[src/rtl/acc_issue_tracker.sv]
// Tracks in-flight accelerator requests that write back to the register file, stalling
// issue on scoreboard hazards or a full window, and drains all of them on a flush.
module acc_issue_tracker #(
    parameter int DataWidth      = 32,
    parameter int PayloadWidth   = 136,
    parameter int MaxOutstanding = 4,
    parameter int NumRegs        = 32,
    localparam int RdWidth       = (NumRegs > 1) ? $clog2(NumRegs) : 1,
    localparam int CntWidth      = $clog2(MaxOutstanding + 1)
) (
    input  logic                    clk_i,
    input  logic                    rst_n,

    input  logic                    s_q_valid,
    output logic                    s_q_ready,
    input  logic [PayloadWidth-1:0] s_q_payload,
    input  logic [RdWidth-1:0]      s_q_rd,
    input  logic                    s_q_wb,
    input  logic                    s_q_dual,

    output logic                    m_q_valid,
    input  logic                    m_q_ready,
    output logic [PayloadWidth-1:0] m_q_payload,

    input  logic                    m_p_valid,
    output logic                    m_p_ready,
    input  logic [DataWidth-1:0]    m_p_data0,
    input  logic [DataWidth-1:0]    m_p_data1,
    input  logic [RdWidth-1:0]      m_p_rd,
    input  logic                    m_p_dual,
    input  logic                    m_p_error,

    output logic                    s_p_valid,
    input  logic                    s_p_ready,
    output logic [DataWidth-1:0]    s_p_data0,
    output logic [DataWidth-1:0]    s_p_data1,
    output logic [RdWidth-1:0]      s_p_rd,
    output logic                    s_p_dual,
    output logic                    s_p_error,

    input  logic                    flush_i,
    output logic                    flush_done_o,
    output logic                    busy_o,
    output logic                    err_o,
    output logic [CntWidth-1:0]     outstanding_o,
    output logic [NumRegs-1:0]      pending_o,
    output logic [1:0]              fsm_state_o
);

    // Handshakes: a transfer happens on a rising edge where valid and ready are both 1;
    // valid never depends on ready from the same side, and payload is only meaningful with valid.

    typedef enum logic [1:0] {
        IDLE  = 2'd0,
        DRAIN = 2'd1,
        DONE  = 2'd2
    } state_t;

    state_t               state;
    logic [CntWidth-1:0]  outstanding;
    logic [NumRegs-1:0]   pend;
    logic [NumRegs-1:0]   pend_nxt;
    logic                 err_q;
    logic                 flush_done_q;

    logic [RdWidth-1:0]   req_rd_hi;
    logic [RdWidth-1:0]   rsp_rd_hi;
    logic                 hazard;
    logic                 full;
    logic                 stall;
    logic                 req_fire;
    logic                 req_track;
    logic                 rsp_fire;
    logic                 cnt_inc;
    logic                 cnt_dec;
    logic                 rsp_bad;

    function automatic logic [RdWidth-1:0] next_rd(input logic [RdWidth-1:0] rd);
        if (int'(rd) == NumRegs - 1) return '0;
        else return rd + RdWidth'(1);
    endfunction

    assign req_rd_hi = next_rd(s_q_rd);
    assign rsp_rd_hi = next_rd(m_p_rd);

    assign hazard    = s_q_wb & (pend[s_q_rd] | (s_q_dual & pend[req_rd_hi]));
    assign full      = (outstanding == CntWidth'(MaxOutstanding)) & s_q_wb;
    assign stall     = full | hazard | (state != IDLE);

    assign m_q_valid   = s_q_valid & ~stall;
    assign s_q_ready   = m_q_ready & ~stall;
    assign m_q_payload = s_q_payload;

    assign s_p_valid = m_p_valid;
    assign m_p_ready = s_p_ready;
    assign s_p_data0 = m_p_data0;
    assign s_p_data1 = m_p_data1;
    assign s_p_rd    = m_p_rd;
    assign s_p_dual  = m_p_dual;
    assign s_p_error = m_p_error;

    assign req_fire  = s_q_valid & s_q_ready;
    assign req_track = req_fire & s_q_wb;
    assign rsp_fire  = m_p_valid & s_p_ready;
    assign cnt_inc   = req_track;
    assign cnt_dec   = rsp_fire & (outstanding != '0);
    // A response nobody is waiting for is still forwarded; it only flags the error.
    assign rsp_bad   = rsp_fire & ((outstanding == '0) | ((m_p_rd != '0) & ~pend[m_p_rd]));

    // Clears read the current bitmap, so a same-cycle re-issue to a cleared rd was already stalled.
    always_comb begin
        pend_nxt = pend;
        if (rsp_fire) begin
            pend_nxt[m_p_rd] = 1'b0;
            if (m_p_dual) pend_nxt[rsp_rd_hi] = 1'b0;
        end
        if (req_track) begin
            pend_nxt[s_q_rd] = 1'b1;
            if (s_q_dual) pend_nxt[req_rd_hi] = 1'b1;
        end
        pend_nxt[0] = 1'b0;
    end

    always_ff @(posedge clk_i or posedge rst_n) begin
        if (rst_n) begin
            outstanding <= '0;
            pend        <= '0;
            err_q       <= 1'b0;
        end else begin
            pend <= pend_nxt;
            if (rsp_bad) err_q <= 1'b1;
            case ({cnt_inc, cnt_dec})
                2'b10:   outstanding <= outstanding + CntWidth'(1);
                2'b01:   outstanding <= outstanding - CntWidth'(1);
                default: outstanding <= outstanding;
            endcase
        end
    end

    always_ff @(posedge clk_i or posedge rst_n) begin
        if (rst_n) begin
            state        <= IDLE;
            flush_done_q <= 1'b0;
        end else begin
            flush_done_q <= 1'b0;
            case (state)
                IDLE: begin
                    if (flush_i) begin
                        if (outstanding == '0) begin
                            state        <= DONE;
                            flush_done_q <= 1'b1;
                        end else begin
                            state <= DRAIN;
                        end
                    end
                end
                DRAIN: begin
                    if (outstanding == '0) begin
                        state        <= DONE;
                        flush_done_q <= 1'b1;
                    end
                end
                DONE:    state <= IDLE;
                default: state <= IDLE;
            endcase
        end
    end

    assign flush_done_o  = flush_done_q;
    assign busy_o        = (outstanding != '0) | (state != IDLE);
    assign err_o         = err_q;
    assign outstanding_o = outstanding;
    assign pending_o     = pend;
    assign fsm_state_o   = state;

endmodule

[config.mk]
export PLATFORM = sky130hd
export DESIGN_NAME = acc_issue_tracker
export DESIGN_NICKNAME = d
export VERILOG_FILES = /design/src/rtl/acc_issue_tracker.sv
export SDC_FILE = /design/constraint.sdc
export NUM_CORES = 1
export LEC_CHECK = 0
export CAP_MARGIN = 30
export CELL_PAD_IN_SITES_DETAIL_PLACEMENT = 1
export CELL_PAD_IN_SITES_GLOBAL_PLACEMENT = 1
export CORE_AREA = 8 8 177 179
export DETAILED_ROUTE_END_ITERATION = 12
export DIE_AREA = 0 0 185 187
export GPL_ROUTABILITY_DRIVEN = 0
export PLACE_DENSITY_LB_ADDON = 0.1
export SLEW_MARGIN = 15
export SYNTH_ARGS = -nofsm -noshare
export SYNTH_HDL_FRONTEND = slang
export SYNTH_SLANG_ARGS = --single-unit
[constraint.sdc]
create_clock -name clk_i -period 4.3 [get_ports clk_i]
set_clock_uncertainty 0.05 [all_clocks]
set_input_delay 0.86 -clock clk_i [delete_from_list [all_inputs] [get_ports clk_i]]
set_output_delay 0.86 -clock clk_i [all_outputs]
set_load 0.1 [all_outputs]
==> metrics list <==
* Critical setup path kind: in -> out
- Of all flip-flops after synthesis, the portion carrying an async set or reset was 1.00.
- Final Hold Fails: 0
- Cell area after synthesis: 5460 um2
- Unrepaired setup endpoints after global routing: false
- Buffers and inverters on the worst path: 3
- Dividing total power by cell area gives a power density of 417 nW/um2.
* Int Power: 1.12 mW
* Number of iterations in the first detailed-routing pass: 5
- Unique masters post-synth: 60
* Initial antenna violation count: 0
* Placement Setup Slack: -0.256 ns
- Top cells by area, synth: buf_4 (29%), dfrtp_1 (17%), o41ai_2 (8.9%)
- Of the total power, the share spent switching nets is 0.521.
* Worst path required time: 3.39 ns
* Most common flop cell mapped by yosys: dfrtp_1
- The tree is rooted in a clkbuf_16.
- Share of the synthesized area in the top cell type: 0.290
* Max capacitance violation total: 0
* Clock transition at the register clock pins on the worst setup and hold paths after CTS: approximately 0.07 ns
- Result of the run: finished, final reports clean
- Clock network latency to the later pin of the worst-skew pair: 0.30 ns
- Die Outline Area: 34,600 um2
- Routed Antenna Nets: 0
* Min-delay worst type: reg -> reg
- For this configuration, the core starts out at a cell density of 0.192.
* Clock net sink count: 38
- Dominant cell type by count on the critical path: ha_4
* Number of clock buffers inserted by TritonCTS: 5
- After synthesis the netlist holds a flip-flop and latch count of 38.
- VDD sags by at most approximately 0.00013 V.
- During synthesis, Yosys emitted a total of 0 warnings.
- Summed over all layers, the global routing overflow is 0.
- Across every metal layer, demand over resource in global routing totals 0.127.
* Layout overhead on the synthesized area: 2.43%
- Quantity of I/O buffers inserted on ports: 68
- Standard-cell row count: 62
- # fillers: roughly 3,300
* Synth Net Count: around 840
- The clock passes through at most 2 buffers.
- Share of post-route cells with drive strength above 1: 0.301
- Number of levels the H-tree was split into: 2
- Count of hold-fix buffers inserted at cts: 0
- On the critical path, the stage with the largest delay is an instance of mux4_2.
* Via count: 4,120
- Register area: about 950 um2
- After technology mapping, the gate count stands at about 600.
- Wire length after detailed routing: 22,700 um
* Post-route setup slack: ~0.13 ns
- Average via count per standard cell: about 4.7
- Cell accounting for the most synthesized area: buf_4
* CP endpoint kind: output port
- The first global-routing pass estimated between 30,000 and 40,000 um of wire.
* Kind of launch point of the worst setup path: input pin
- Among cell families on the critical path, the largest total delay comes from compound AO/OA/AOI/OAI gates.
- The worst path needs 4.17 ns of the cycle, external delays included.
- Core ar.: roughly 28,000 um2
- Of the available clock period, the critical path in the final layout requires 0.970.
- Sequential area share after synthesis: 0.174
- At the end of the flow the core is filled with cells to 0.197.
- In this run the worst path has a maximum fanout of 4.
- DRC violations left: 0
- The die is approximately 190 um wide.
- Worst slew margin relative to its limit: 0.329
* CP Cell Sequence: buf_2 -> buf_6 -> ha_4 -> and3_4 -> ha_4 -> nor2_4 -> mux4_2 -> o41a_1 -> o211ai_4 -> nor4_4 -> a211oi_4 -> buf_12
- Across all hold checks on the routed design, the worst slack comes to 0.464 ns.
- Setup violations remaining at the end of the flow were counted as 0.
* Switching power of the nets: around 1.2 mW
- Routed wire per std cell: ~26 um
- Transition at the pin with the smallest max-transition slack: 1.00 ns
* Proportion of power drawn by combinational gates: 0.549
- Derived from the worst setup path, the maximum achievable clock frequency is 240 MHz.
* Largest net degree at the start of global routing: 39
- From bottom edge to top edge, the die measures roughly 190 um.
- The detailed router finished its first iteration with 221 violations.
* Slowest stage delay, CP: around 0.5 ns
- Sequential cell fraction of total power: 0.233
- Slew Limit Fails: 0
* Post-synthesis area per instance: roughly 9.0 um2
- Detailed placement ended at an HPWL of between 15,000 and 20,000 um.
- The multi-input combinational cells in the finished layout cover a total of ~2800 um2.
- Summed over all cells, the static leakage comes to roughly 2.1 nW.
* Count of nets after finishing: between 700 and 800
* I/O pin count: roughly 470
* Number of global-route vias before repair: roughly 4,400
- Critical path data arrival time: around 3.3 ns
* CTS tree: built
* EDFF count, synth: 0
* Share of power burned in the clock network: 0.218
-- cells in the mapped netlist, drive strengths merged (4+ instances only) --
master / number
nand2: 32
inv: 14
nand4: 5
dfrtp: 38
clkbuf: 17
a21oi: 17
mux2i: 13
nor2b: 6
nor3: 6
nand3b: 5
nand3: 9
xnor2: 4
mux2: 6
or3: 9
a22oi: 5
a211oi: 4
o221ai: 32
nand2b: 8
a31oi: 6
ha: 11
xor2: 5
o21ai: 8
o41ai: 31
buf: 224
or2: 4
nor2: 29
mux4: 14
a32oi: 5
o22a: 8
-- cells by family after synthesis --
| group | after synthesis | synth area share |
|---|---|---|
| AO/OA/AOI/OAI | 130 | 0.231 |
| XOR/XNOR | 9 | 0.0158 |
| adder cells (fa/ha/maj) | 12 | 0.0289 |
| buffers and inverters | 255 | 0.333 |
| flip-flops | 38 | 0.174 |
| multiplexers | 33 | 0.0962 |
| other | 1 | 0.000687 |
| AND/OR/NAND/NOR | 126 | 0.120 |
-- path summary, 6_finish.rpt --
kind	startpoint	end	slack, ns	cells after the start
setup reg to reg	pending_o[27]	outstanding_o[2]	1.18	12
setup / recovery	s_q_rd[0]	s_q_ready	0.13	12
max in group asynchronous	rst_n	pending_o[22]	2.85	3
hold reg to reg	err_o	err_o	0.46	2
hold / removal	err_o	err_o	0.46	2
min in group asynchronous	rst_n	pending_o[13]	0.95	3
-- final cells by class --
class | instances | share of cell area
multi-input combinational | 311 | 0.501
timing repair buffer | 121 | 0.198
sequential | 38 | 0.170
tap | 384 | 0.0859
clock buffer | 5 | 0.0224
clock inverter | 3 | 0.0123
inverter | 14 | 0.00940
antenna | 1 | 0.000447
-- layer usage --
layer	global-route usage	part of all wire	vias to the layer above
li1	-	-	1780
met1	0.158	0.43	2069
met2	0.205	0.47	202
met3	0.0326	0.073	69
met4	0.0505	0.031	0
met5	0	0	-
-- power groups by stage --
stage,combinational [mW],sequential (mW),clock [mW]
after floorplan,1.40,0.914,0
after global placement,1.28,0.556,0
after detailed placement,1.29,0.553,0
after CTS,1.29,0.546,0.516
after global routing,1.34,0.559,0.532
final,1.28,0.544,0.508
-- worst min-delay path, stage by stage, from the launching register on --
cell,delay (ns)
dfrtp_1,0.37
a21oi_1,0.05
o21ai_0,0.06
-- what timing repair did --
action,in CTS,in global routing
hold endpoints to repair,0,0
pin swaps,6,7
setup buffers,2,2
gates resized for setup,12,2
setup endpoints to repair,2,2
-- per-stage QoR --
stage / instance area (um2) / setup TNS, ns / instances / power, mW
after global placement: 5340 / -0.699 / 864 / 1.83
final: 5590 / 0 / 877 / 2.33
after global routing: 5590 / 0 / 876 / 2.43
after floorplan: 5580 / -0.167 / 604 / 2.32
after CTS: 5580 / 0 / 875 / 2.36
after detailed placement: 5370 / -0.920 / 865 / 1.84
-- flip-flops by register name (all words and copies together), names as in the netlist --
signal	cells
flush_done_o	1
pending_o	31
fsm_state_o	2
outstanding_o	3
err_o	1
-- placed cells by master, fill, tap and decap left out, types with 9 or more instances in the layout --
cell,instances
mux4_2,14
o41ai_2,30
a21oi_1,17
nor2_1,28
nand2_1,32
mux2i_1,12
clkdlybuf4s50_1,53
or3_1,9
inv_1,13
o221ai_1,32
buf_4,57
dfrtp_1,38
Power figures use the tool's default switching activity.
